## src/rtl/bmp_stream_sequencer.sv

```systemverilog
`default_nettype none
// ============================================================================
// Module      : bmp_stream_sequencer
// Description : Parses a raw 24-bit BMP byte stream, validates the header and
//               emits one coordinate-tagged pixel per downstream handshake.
// Revision    : 1.0 - initial release
// ============================================================================
module bmp_stream_sequencer #(
    parameter int MAX_WIDTH  = 1024,
    parameter int MAX_HEIGHT = 1024,
    parameter int DIM_W      = 16
) (
    input  logic             CLK,
    input  logic             RESET_N,
    input  logic             START,
    input  logic [7:0]       IN_DATA,
    input  logic             IN_VALID,
    output logic             IN_READY,
    output logic [23:0]      PIX_DATA,
    output logic             PIX_VALID,
    input  logic             PIX_READY,
    output logic [DIM_W-1:0] PIX_X,
    output logic [DIM_W-1:0] PIX_Y,
    output logic             PIX_SOF,
    output logic             PIX_EOL,
    output logic             PIX_EOF,
    output logic [DIM_W-1:0] IMG_WIDTH,
    output logic [DIM_W-1:0] IMG_HEIGHT,
    output logic             BUSY,
    output logic             ERROR
);

    typedef enum logic [2:0] {
        S_IDLE   = 3'd0,
        S_HEADER = 3'd1,
        S_SKIP   = 3'd2,
        S_PIXEL  = 3'd3,
        S_PAD    = 3'd4,
        S_DONE   = 3'd5,
        S_ERR    = 3'd6
    } state_t;

    localparam logic [DIM_W-1:0] c_one = {{(DIM_W-1){1'b0}}, 1'b1};

    state_t           r_state, w_next;
    logic [15:0]      r_byte_cnt;
    logic [15:0]      r_sig, r_bpp;
    logic [31:0]      r_off, r_w, r_h;
    logic [1:0]       r_phase, r_pad_cnt;
    logic [7:0]       r_b, r_g;
    logic [DIM_W-1:0] r_x, r_y, r_img_w, r_img_h;
    logic             r_fin;
    logic             r_pix_valid, r_sof, r_eol, r_eof;
    logic [23:0]      r_pix_data;
    logic [DIM_W-1:0] r_pix_x, r_pix_y;

    logic             w_in_ready, w_acc, w_start, w_load;
    logic             w_hdr_last, w_hdr_bad, w_skip_last, w_x_last, w_pad_last;
    logic [1:0]       w_pad;

    assign w_start     = START && ((r_state == S_IDLE) || (r_state == S_ERR));
    assign w_acc       = IN_VALID && w_in_ready;
    assign w_load      = w_acc && (r_state == S_PIXEL) && (r_phase == 2'd2);
    assign w_hdr_last  = (r_byte_cnt == 16'd53);
    assign w_skip_last = (r_byte_cnt == r_off[15:0] - 16'd1);
    assign w_x_last    = (r_x == r_img_w - c_one);
    // 24 bpp rows are padded to 4 bytes: pad = (4 - 3W mod 4) mod 4 = W mod 4
    assign w_pad       = r_img_w[1:0];
    assign w_pad_last  = (r_pad_cnt == w_pad - 2'd1);

    assign w_hdr_bad = (r_sig != 16'h4D42) || (r_off < 32'd54) || (r_off[31:16] != 16'd0) ||
                       (r_w == 32'd0) || (r_h == 32'd0) || r_w[31] || r_h[31] ||
                       (r_w > 32'(MAX_WIDTH)) || (r_h > 32'(MAX_HEIGHT)) || (r_bpp != 16'd24);

    always_ff @(posedge CLK or negedge RESET_N) begin
        if (!RESET_N) r_state <= S_IDLE;
        else          r_state <= w_next;
    end

    always_comb begin
        w_next     = r_state;
        w_in_ready = 1'b0;
        case (r_state)
            S_IDLE, S_ERR: if (START) w_next = S_HEADER;
            S_HEADER: begin
                w_in_ready = 1'b1;
                if (w_acc && w_hdr_last)
                    w_next = w_hdr_bad ? S_ERR : ((r_off == 32'd54) ? S_PIXEL : S_SKIP);
            end
            S_SKIP: begin
                w_in_ready = 1'b1;
                if (w_acc && w_skip_last) w_next = S_PIXEL;
            end
            S_PIXEL: begin
                // B and G may be buffered while the previous pixel is stalled
                w_in_ready = !((r_phase == 2'd2) && r_pix_valid && !PIX_READY);
                if (w_load && w_x_last) begin
                    if (w_pad != 2'd0)     w_next = S_PAD;
                    else if (r_y == '0)    w_next = S_DONE;
                end
            end
            S_PAD: begin
                w_in_ready = 1'b1;
                if (w_acc && w_pad_last) w_next = r_fin ? S_DONE : S_PIXEL;
            end
            S_DONE: if (!r_pix_valid) w_next = S_IDLE;
            default: w_next = S_IDLE;
        endcase
    end

    always_ff @(posedge CLK or negedge RESET_N) begin
        if (!RESET_N) begin
            r_byte_cnt <= '0;
            r_sig      <= '0;
            r_bpp      <= '0;
            r_off      <= '0;
            r_w        <= '0;
            r_h        <= '0;
            r_phase    <= '0;
            r_pad_cnt  <= '0;
            r_b        <= '0;
            r_g        <= '0;
            r_x        <= '0;
            r_y        <= '0;
            r_img_w    <= '0;
            r_img_h    <= '0;
            r_fin      <= 1'b0;
        end else if (w_start) begin
            r_byte_cnt <= '0;
            r_phase    <= '0;
            r_pad_cnt  <= '0;
            r_x        <= '0;
            r_y        <= '0;
            r_img_w    <= '0;
            r_img_h    <= '0;
            r_fin      <= 1'b0;
        end else if (w_acc) begin
            case (r_state)
                S_HEADER: begin
                    r_byte_cnt <= r_byte_cnt + 16'd1;
                    // Little-endian fields: shift each byte in from the top
                    if (r_byte_cnt <= 16'd1)
                        r_sig <= {IN_DATA, r_sig[15:8]};
                    if ((r_byte_cnt >= 16'd10) && (r_byte_cnt <= 16'd13))
                        r_off <= {IN_DATA, r_off[31:8]};
                    if ((r_byte_cnt >= 16'd18) && (r_byte_cnt <= 16'd21))
                        r_w <= {IN_DATA, r_w[31:8]};
                    if ((r_byte_cnt >= 16'd22) && (r_byte_cnt <= 16'd25))
                        r_h <= {IN_DATA, r_h[31:8]};
                    if ((r_byte_cnt >= 16'd28) && (r_byte_cnt <= 16'd29))
                        r_bpp <= {IN_DATA, r_bpp[15:8]};
                    if (w_hdr_last && !w_hdr_bad) begin
                        r_img_w <= r_w[DIM_W-1:0];
                        r_img_h <= r_h[DIM_W-1:0];
                        r_y     <= r_h[DIM_W-1:0] - c_one;
                    end
                end
                S_SKIP: r_byte_cnt <= r_byte_cnt + 16'd1;
                S_PIXEL: begin
                    case (r_phase)
                        2'd0: begin
                            r_b     <= IN_DATA;
                            r_phase <= 2'd1;
                        end
                        2'd1: begin
                            r_g     <= IN_DATA;
                            r_phase <= 2'd2;
                        end
                        default: begin
                            r_phase <= 2'd0;
                            if (w_x_last) begin
                                r_x <= '0;
                                if (r_y == '0) r_fin <= 1'b1;
                                else           r_y   <= r_y - c_one;
                            end else begin
                                r_x <= r_x + c_one;
                            end
                        end
                    endcase
                end
                S_PAD: r_pad_cnt <= w_pad_last ? 2'd0 : r_pad_cnt + 2'd1;
                default: ;
            endcase
        end
    end

    always_ff @(posedge CLK or negedge RESET_N) begin
        if (!RESET_N) begin
            r_pix_valid <= 1'b0;
            r_pix_data  <= '0;
            r_pix_x     <= '0;
            r_pix_y     <= '0;
            r_sof       <= 1'b0;
            r_eol       <= 1'b0;
            r_eof       <= 1'b0;
        end else if (w_load) begin
            r_pix_valid <= 1'b1;
            r_pix_data  <= {IN_DATA, r_g, r_b};
            r_pix_x     <= r_x;
            r_pix_y     <= r_y;
            r_sof       <= (r_x == '0) && (r_y == r_img_h - c_one);
            r_eol       <= w_x_last;
            r_eof       <= w_x_last && (r_y == '0);
        end else if (PIX_READY) begin
            r_pix_valid <= 1'b0;
        end
    end

    assign IN_READY   = w_in_ready;
    assign PIX_VALID  = r_pix_valid;
    assign PIX_DATA   = r_pix_data;
    assign PIX_X      = r_pix_x;
    assign PIX_Y      = r_pix_y;
    assign PIX_SOF    = r_sof;
    assign PIX_EOL    = r_eol;
    assign PIX_EOF    = r_eof;
    assign IMG_WIDTH  = r_img_w;
    assign IMG_HEIGHT = r_img_h;
    assign BUSY       = (r_state != S_IDLE) && (r_state != S_ERR);
    assign ERROR      = (r_state == S_ERR);

endmodule
`default_nettype wire
```

## config.mk

```make
export PLATFORM = sky130hd
export DESIGN_NAME = bmp_stream_sequencer
export DESIGN_NICKNAME = d
export VERILOG_FILES = /design/src/rtl/bmp_stream_sequencer.sv
export SDC_FILE = /design/constraint.sdc
export NUM_CORES = 1
export LEC_CHECK = 0
export ABC_AREA = 0
export CAP_MARGIN = 20
export CORE_ASPECT_RATIO = 1.1
export CORE_MARGIN = 2
export CORE_UTILIZATION = 59
export CTS_BUF_LIST = sky130_fd_sc_hd__clkbuf_16
export DETAILED_ROUTE_END_ITERATION = 10
export GPL_ROUTABILITY_DRIVEN = 0
export PLACE_DENSITY = 0.83
export SLEW_MARGIN = 40
export SYNTH_ARGS = -nofsm -noshare
export SYNTH_HDL_FRONTEND = slang
export SYNTH_SLANG_ARGS = --single-unit
```

## constraint.sdc

```tcl
create_clock -name CLK -period 7.61 [get_ports CLK]
set_input_delay 1.522 -clock CLK [delete_from_list [all_inputs] [get_ports CLK]]
set_output_delay 1.522 -clock CLK [all_outputs]
set_load 0.01 [all_outputs]
```

## After elaboration in Yosys (flattened, before gate mapping)

Index checks and enable logic that the tools add are counted.
W data, S select, Z words.

| word-level totals | value |
|---|---|
| bits in registers | 292 |
| input port bits | 13 |
| output and inout bits | 95 |
| word-level logic and storage cells | 195 |

| cells by class | value |
|---|---|
| add/sub/neg operators | 9 |
| magnitude comparators | 12 |
| equal/unequal tests | 29 |
| multiplexer cells | 52 |
| bitwise gates (word level) | 1 |
| reduce and logical (&&, ||, !) cells | 69 |

Operators by type and width:

| kind | number |
|---|---|
| $mux W16 | 22 |
| $sub A16 B1 Y16 const B | 5 |
| $gt A32 B11 Y1 const B | 2 |
| $logic_not A32 Y1 | 2 |
| $eq A16 B16 Y1 | 3 |
| $ge A16 B5 Y1 const B | 3 |
| $le A16 B5 Y1 const B | 3 |
| $add A16 B1 Y16 const B | 2 |
| $eq A32 B6 Y1 const B | 1 |
| $logic_not A16 Y1 | 2 |
| $lt A32 B6 Y1 const B | 1 |
| $pmux W16 S2 | 1 |
| $mux W3 | 10 |
| $reduce_and A4 Y1 | 7 |
| $reduce_bool A2 Y1 | 10 |
| $logic_and A1 B1 Y1 | 18 |
| $pmux W3 S6 | 1 |
| $eq A16 B6 Y1 const B | 1 |
| $ge A16 B4 Y1 const B | 1 |
| $le A16 B1 Y1 const B | 1 |
| $le A16 B4 Y1 const B | 1 |
| $ne A16 B15 Y1 const B | 1 |
| $ne A16 B5 Y1 const B | 1 |
| $reduce_bool A16 Y1 | 1 |
| other kinds (29) | 72 |

## Longest topological paths before layout

| logic depth | value |
|---|---|
| depth after elaboration | 16 |
| depth in mapped cells | 14 |

## Least setup slack after synthesis

No wires, ideal clock.

| path | value |
|---|---|
| path type | input to register |
| start | input PIX_READY |
| end | register r_w[24] |
| setup time | 125 ps |
| arrival time | 3749 ps |
| required time | 7485 ps |
| slack | 3737 ps |
| cell stages on the path | 9 |
| buffers on the path | 1 |
| path through | nand4bb_1 -> o21ai_0 -> a211o_1 -> or4_4 -> inv_1 -> nand2_1 -> a2111oi_4 -> buf_6 -> mux2_2 |

| between the ends | value |
|---|---|
| word-level cells in the longest chain between the ends | 6 |

RTL lines:

| item | line | text |
|---|---|---|
| start: declaration | 21 | `input logic PIX_READY,` |
| $logic_not A1 Y1 | 96 | `w_in_ready = !((r_phase == 2'd2) && r_pix_valid && !PIX_READY);` |
| $logic_and A1 B1 Y1 | 96 |  |
| $logic_not A1 Y1 | 96 |  |
| $pmux W1 S2 | 83 | `case (r_state)` |
| $logic_and A1 B1 Y1 | 62 | `assign w_acc = IN_VALID && w_in_ready;` |
| $reduce_and A4 Y1 (no line) | n/a |  |
| end signal: assignment | 147 | `r_w <= {IN_DATA, r_w[31:8]};` |
| end: declaration | 48 | `logic [31:0] r_off, r_w, r_h;` |

Every way passes these cells.
A chain may end at the register's enable or synchronous reset.

## Worst setup path in the final report

| path | value |
|---|---|
| start | input PIX_READY |
| end | output IN_READY |

| between the ends | value |
|---|---|
| word-level cells in the longest chain between the ends | 4 |

RTL lines:

| item | line | text |
|---|---|---|
| $logic_not A1 Y1 | 96 |  |
| $logic_and A1 B1 Y1 | 96 |  |
| $logic_not A1 Y1 | 96 |  |
| $pmux W1 S2 | 83 |  |
| end: declaration | 18 | `output logic IN_READY,` |

Every way passes these cells.

==> impl_metrics.yaml <==
clock_network:
  htree_levels: 1
  numClockSinks: 292
  cts_setup_buffers: 0
  max-clock-path-buffers: 3
  clock-root-buffer: "clkbuf_16"
  hold_buffers: 0
  clkSlewWorstSetupHoldPaths_ns: 0.06
  cts_tree: "yes"
  ctsResizeCount: 0
  cts-buffers-inserted: 29
  clock_latency_ns: 0.55
synthesis:
  yosysTopAreaCell: "dfrtp_1"
  ys_ff_latch: 292
  ys.flop_type: "dfrtp_1"
  synth_cells: 1427
  synthesis.nets: 1452
  yosysTopAreaCellShare_pct: 49.2
  avgSynthCellArea_um2: 10.4
  syn_area_um2: 14800
  synthArstFlopShare_pct: 100
  synth-edff-count: 0
  synthTopCellsByArea: "dfrtp_1 49%, mux2_2 10%, nand2_1 6.3%, xnor2_1 2.7%, xor2_1 2.4%"
  netlist-cell-type-count: 90
  seq_area_frac_synth_pct: 49.2
  yosysWarnings: 0
global_routing:
  grt_first_pass_wirelength_mm: 58.6
  grtUsageTotal_pct: 27.4
  grtUsageMet2_pct: 47.5
  met1_usage_pct: 35.0
  gr-total-overflow: 0
  grt_pass1_vias: 11281
  grt_max_degree: 165
  busiest_layer: "met2"
  grt_antenna_before_repair: 0
  groute.layer.met3.usage_pct: 4.13
timing:
  fin_crit_sh_pct: 61.2
  relSlewSlack_pct: 45.5
  fin_skew_ns: 0.0163
  finalSetupViolCount: 0
  max_freq_ghz: 0.215
  hold_violations: 0
  whs_ns: 0.472
  tightest_slew_ns: 0.811
  slew_viol_final: 0
  fin_crit_ns: 4.66
  fin_tns_setup_ns: 0
  rsz0062_at_grt: "no"
placed_design:
  io_buffers: 107
  dp_hpwl_mm: 24.1
layout:
  drive_gt1_share_pct: 15.8
  diodes: 0
  area_growth_pct: 13.9
  final_cell_mix: "292 x dfrtp_1, 249 x nand2_1, 136 x mux2_2"
  nets: 1521
  layout_commonest_cell: "dfrtp_1"
setup_path:
  cp_slowest_cell: "clkdlybuf4s50_1"
  cp-end-kind: "primary output"
  startpoint: "PIX_READY"
  required_ns: 6.09
  critPathTopFamily: "buffers and inverters"
  cp_slowest_stage_delay_ns: 0.58
  crit_chain: "clkdlybuf4s50_1 -> nand4bb_1 -> o21ai_0 -> a21oi_1 -> clkdlybuf4s50_1"
  reg2reg_from: "r_h[11]$_DFFE_PN0P_"
  worstRegToRegCells: 8
  crit_buf_inv: 2
  critPathKind: "input port to primary output"
  crit_path_max_fanout: 3
  r2r-end: "r_y[9]$_DFFE_PN0P_"
  rrSetupSlack_ns: 3.55
  worst_ep_arrival_time_ns: 3.13
  crit_top_cell: "clkdlybuf4s50_1"
  start_kind: "input port"
die:
  dieArea_um2: 26500
  core.rowCount: 60
  die_y_um: 170
  coreArea_um2: 24600
  io_pins: 108
  die_w_um: 155
  initial_utilization_pct: 60.3
drt:
  drc_errors: 0
  wire_per_inst_um: 19.6
  drt_pass1_iterations: 5
  num_vias: 11282
  wl_mm: 35.8
  antenna_left: 0
  drtIter0Drc: 853
  viasPerCell: 6.19
worst_hold_path:
  hold_class: "flop to flop"
  min_to: "PIX_DATA[7]$_DFFE_PN0P_"
  hold_path_depth: 2
  hp-start: "r_b[7]$_DFFE_PN0P_"
power_and_ir_drop:
  p_leak_uw: 0.00786
  peakVddDrop_v: 0.000193
  p_per_area_nw_per_um2: 301
outcome:
  status: "finished clean"
run:
  max_cap_violations: 0
[cell type report]
| type | count | area, um^2 |
|---|---|---|
| Fill cell | 1795 | 7710 |
| Tap cell | 310 | 388 |
| Timing Repair Buffer | 120 | 1220 |
| Multi-Input combinational cell | 1017 | 6990 |
| Sequential cell | 292 | 7310 |
| Inverter | 36 | 135 |
| Clock inverter | 19 | 144 |
| Clock buffer | 29 | 726 |
[cells by family after synthesis]
group | count (synthesis) | share of synthesized area, %
and+or+nand+nor | 574 | 19.1
DFF | 292 | 49.2
AOI/OAI and AO/OA | 182 | 9.17
muxes | 163 | 12.5
buffers and inverters | 118 | 4.02
xor gates and xnor gates | 86 | 5.07
adders and majority gates | 12 | 1.01
[worst max-delay path by stage]
stage | cells past startpoint | end | slack (ns)
detailed placement | 9 | r_y[4]$_DFFE_PN0P_ | 2.45
global placement | 9 | r_y[4]$_DFFE_PN0P_ | 2.59
floorplan | 9 | r_w[24]$_DFFE_PN0P_ | 3.74
global route | 5 | IN_READY | 2.80
CTS | 5 | IN_READY | 2.93
finish | 5 | IN_READY | 2.95
[power by group]
group,switching [uW],leakage (uW),internal [uW],total (uW)
Combinational,875,0.00350,773,1650
Clock,584,0.000445,753,1340
Sequential,310,0.00391,1800,2110
[layer usage]
layer  wire length (um)  part of all wire [%]  up-vias
met3               2020                   5.6      111
met1              14600                    41     5566
met2              17900                    50      422
met5                  0                     0        -
met4               1260                   3.5        0
li1                   -                     -     5183
[synth_stat cells (7+ instances only)]
library cell	number
dfrtp_1	292
xnor2_1	46
o21ai_0	36
nor4_1	38
mux2_2	136
buf_4	7
a22o_1	8
ha_1	12
o31ai_1	15
nor2_1	74
and2_1	13
o32ai_1	9
a31oi_1	8
nor4b_1	8
nand3_1	46
nor2b_1	11
inv_1	36
nor3_1	38
nand4_1	26
o211ai_1	8
clkbuf_1	46
mux2i_1	17
buf_6	11
buf_2	10
or3_1	15
and3_1	7
xor2_1	40
a221o_1	7
a21oi_1	26
mux2_4	10
nand2_1	249
[tightest hold or removal path, cell delays in order (launching register included)]
cell and delay, ns:
dfrtp_1 0.34, nand2_1 0.05, nand2_1 0.05
[flip-flops by register name, indices dropped and copies added, names as in the netlist, 3 cells and up]
signal / count
IMG_HEIGHT: 16
IMG_WIDTH: 16
PIX_DATA: 24
PIX_X: 16
PIX_Y: 16
r_b: 8
r_bpp: 16
r_byte_cnt: 16
r_g: 8
r_h: 32
r_off: 32
r_sig: 16
r_state: 3
r_w: 32
r_x: 16
r_y: 16
[through the flow]
step	setup slack, ns	total power [uW]	cell area (um^2)	cells	utilization [%]
after floorplan	3.74	3230	14800	1427	-
after global placement	2.59	3650	16000	1772	64.8
after detailed placement	2.45	3730	16000	1773	65.0
after CTS	2.93	5080	16900	1821	68.5
after global routing	2.80	5370	16900	1823	68.7
final	2.95	5090	16900	1823	68.7
(Power assumes the default switching activity.)
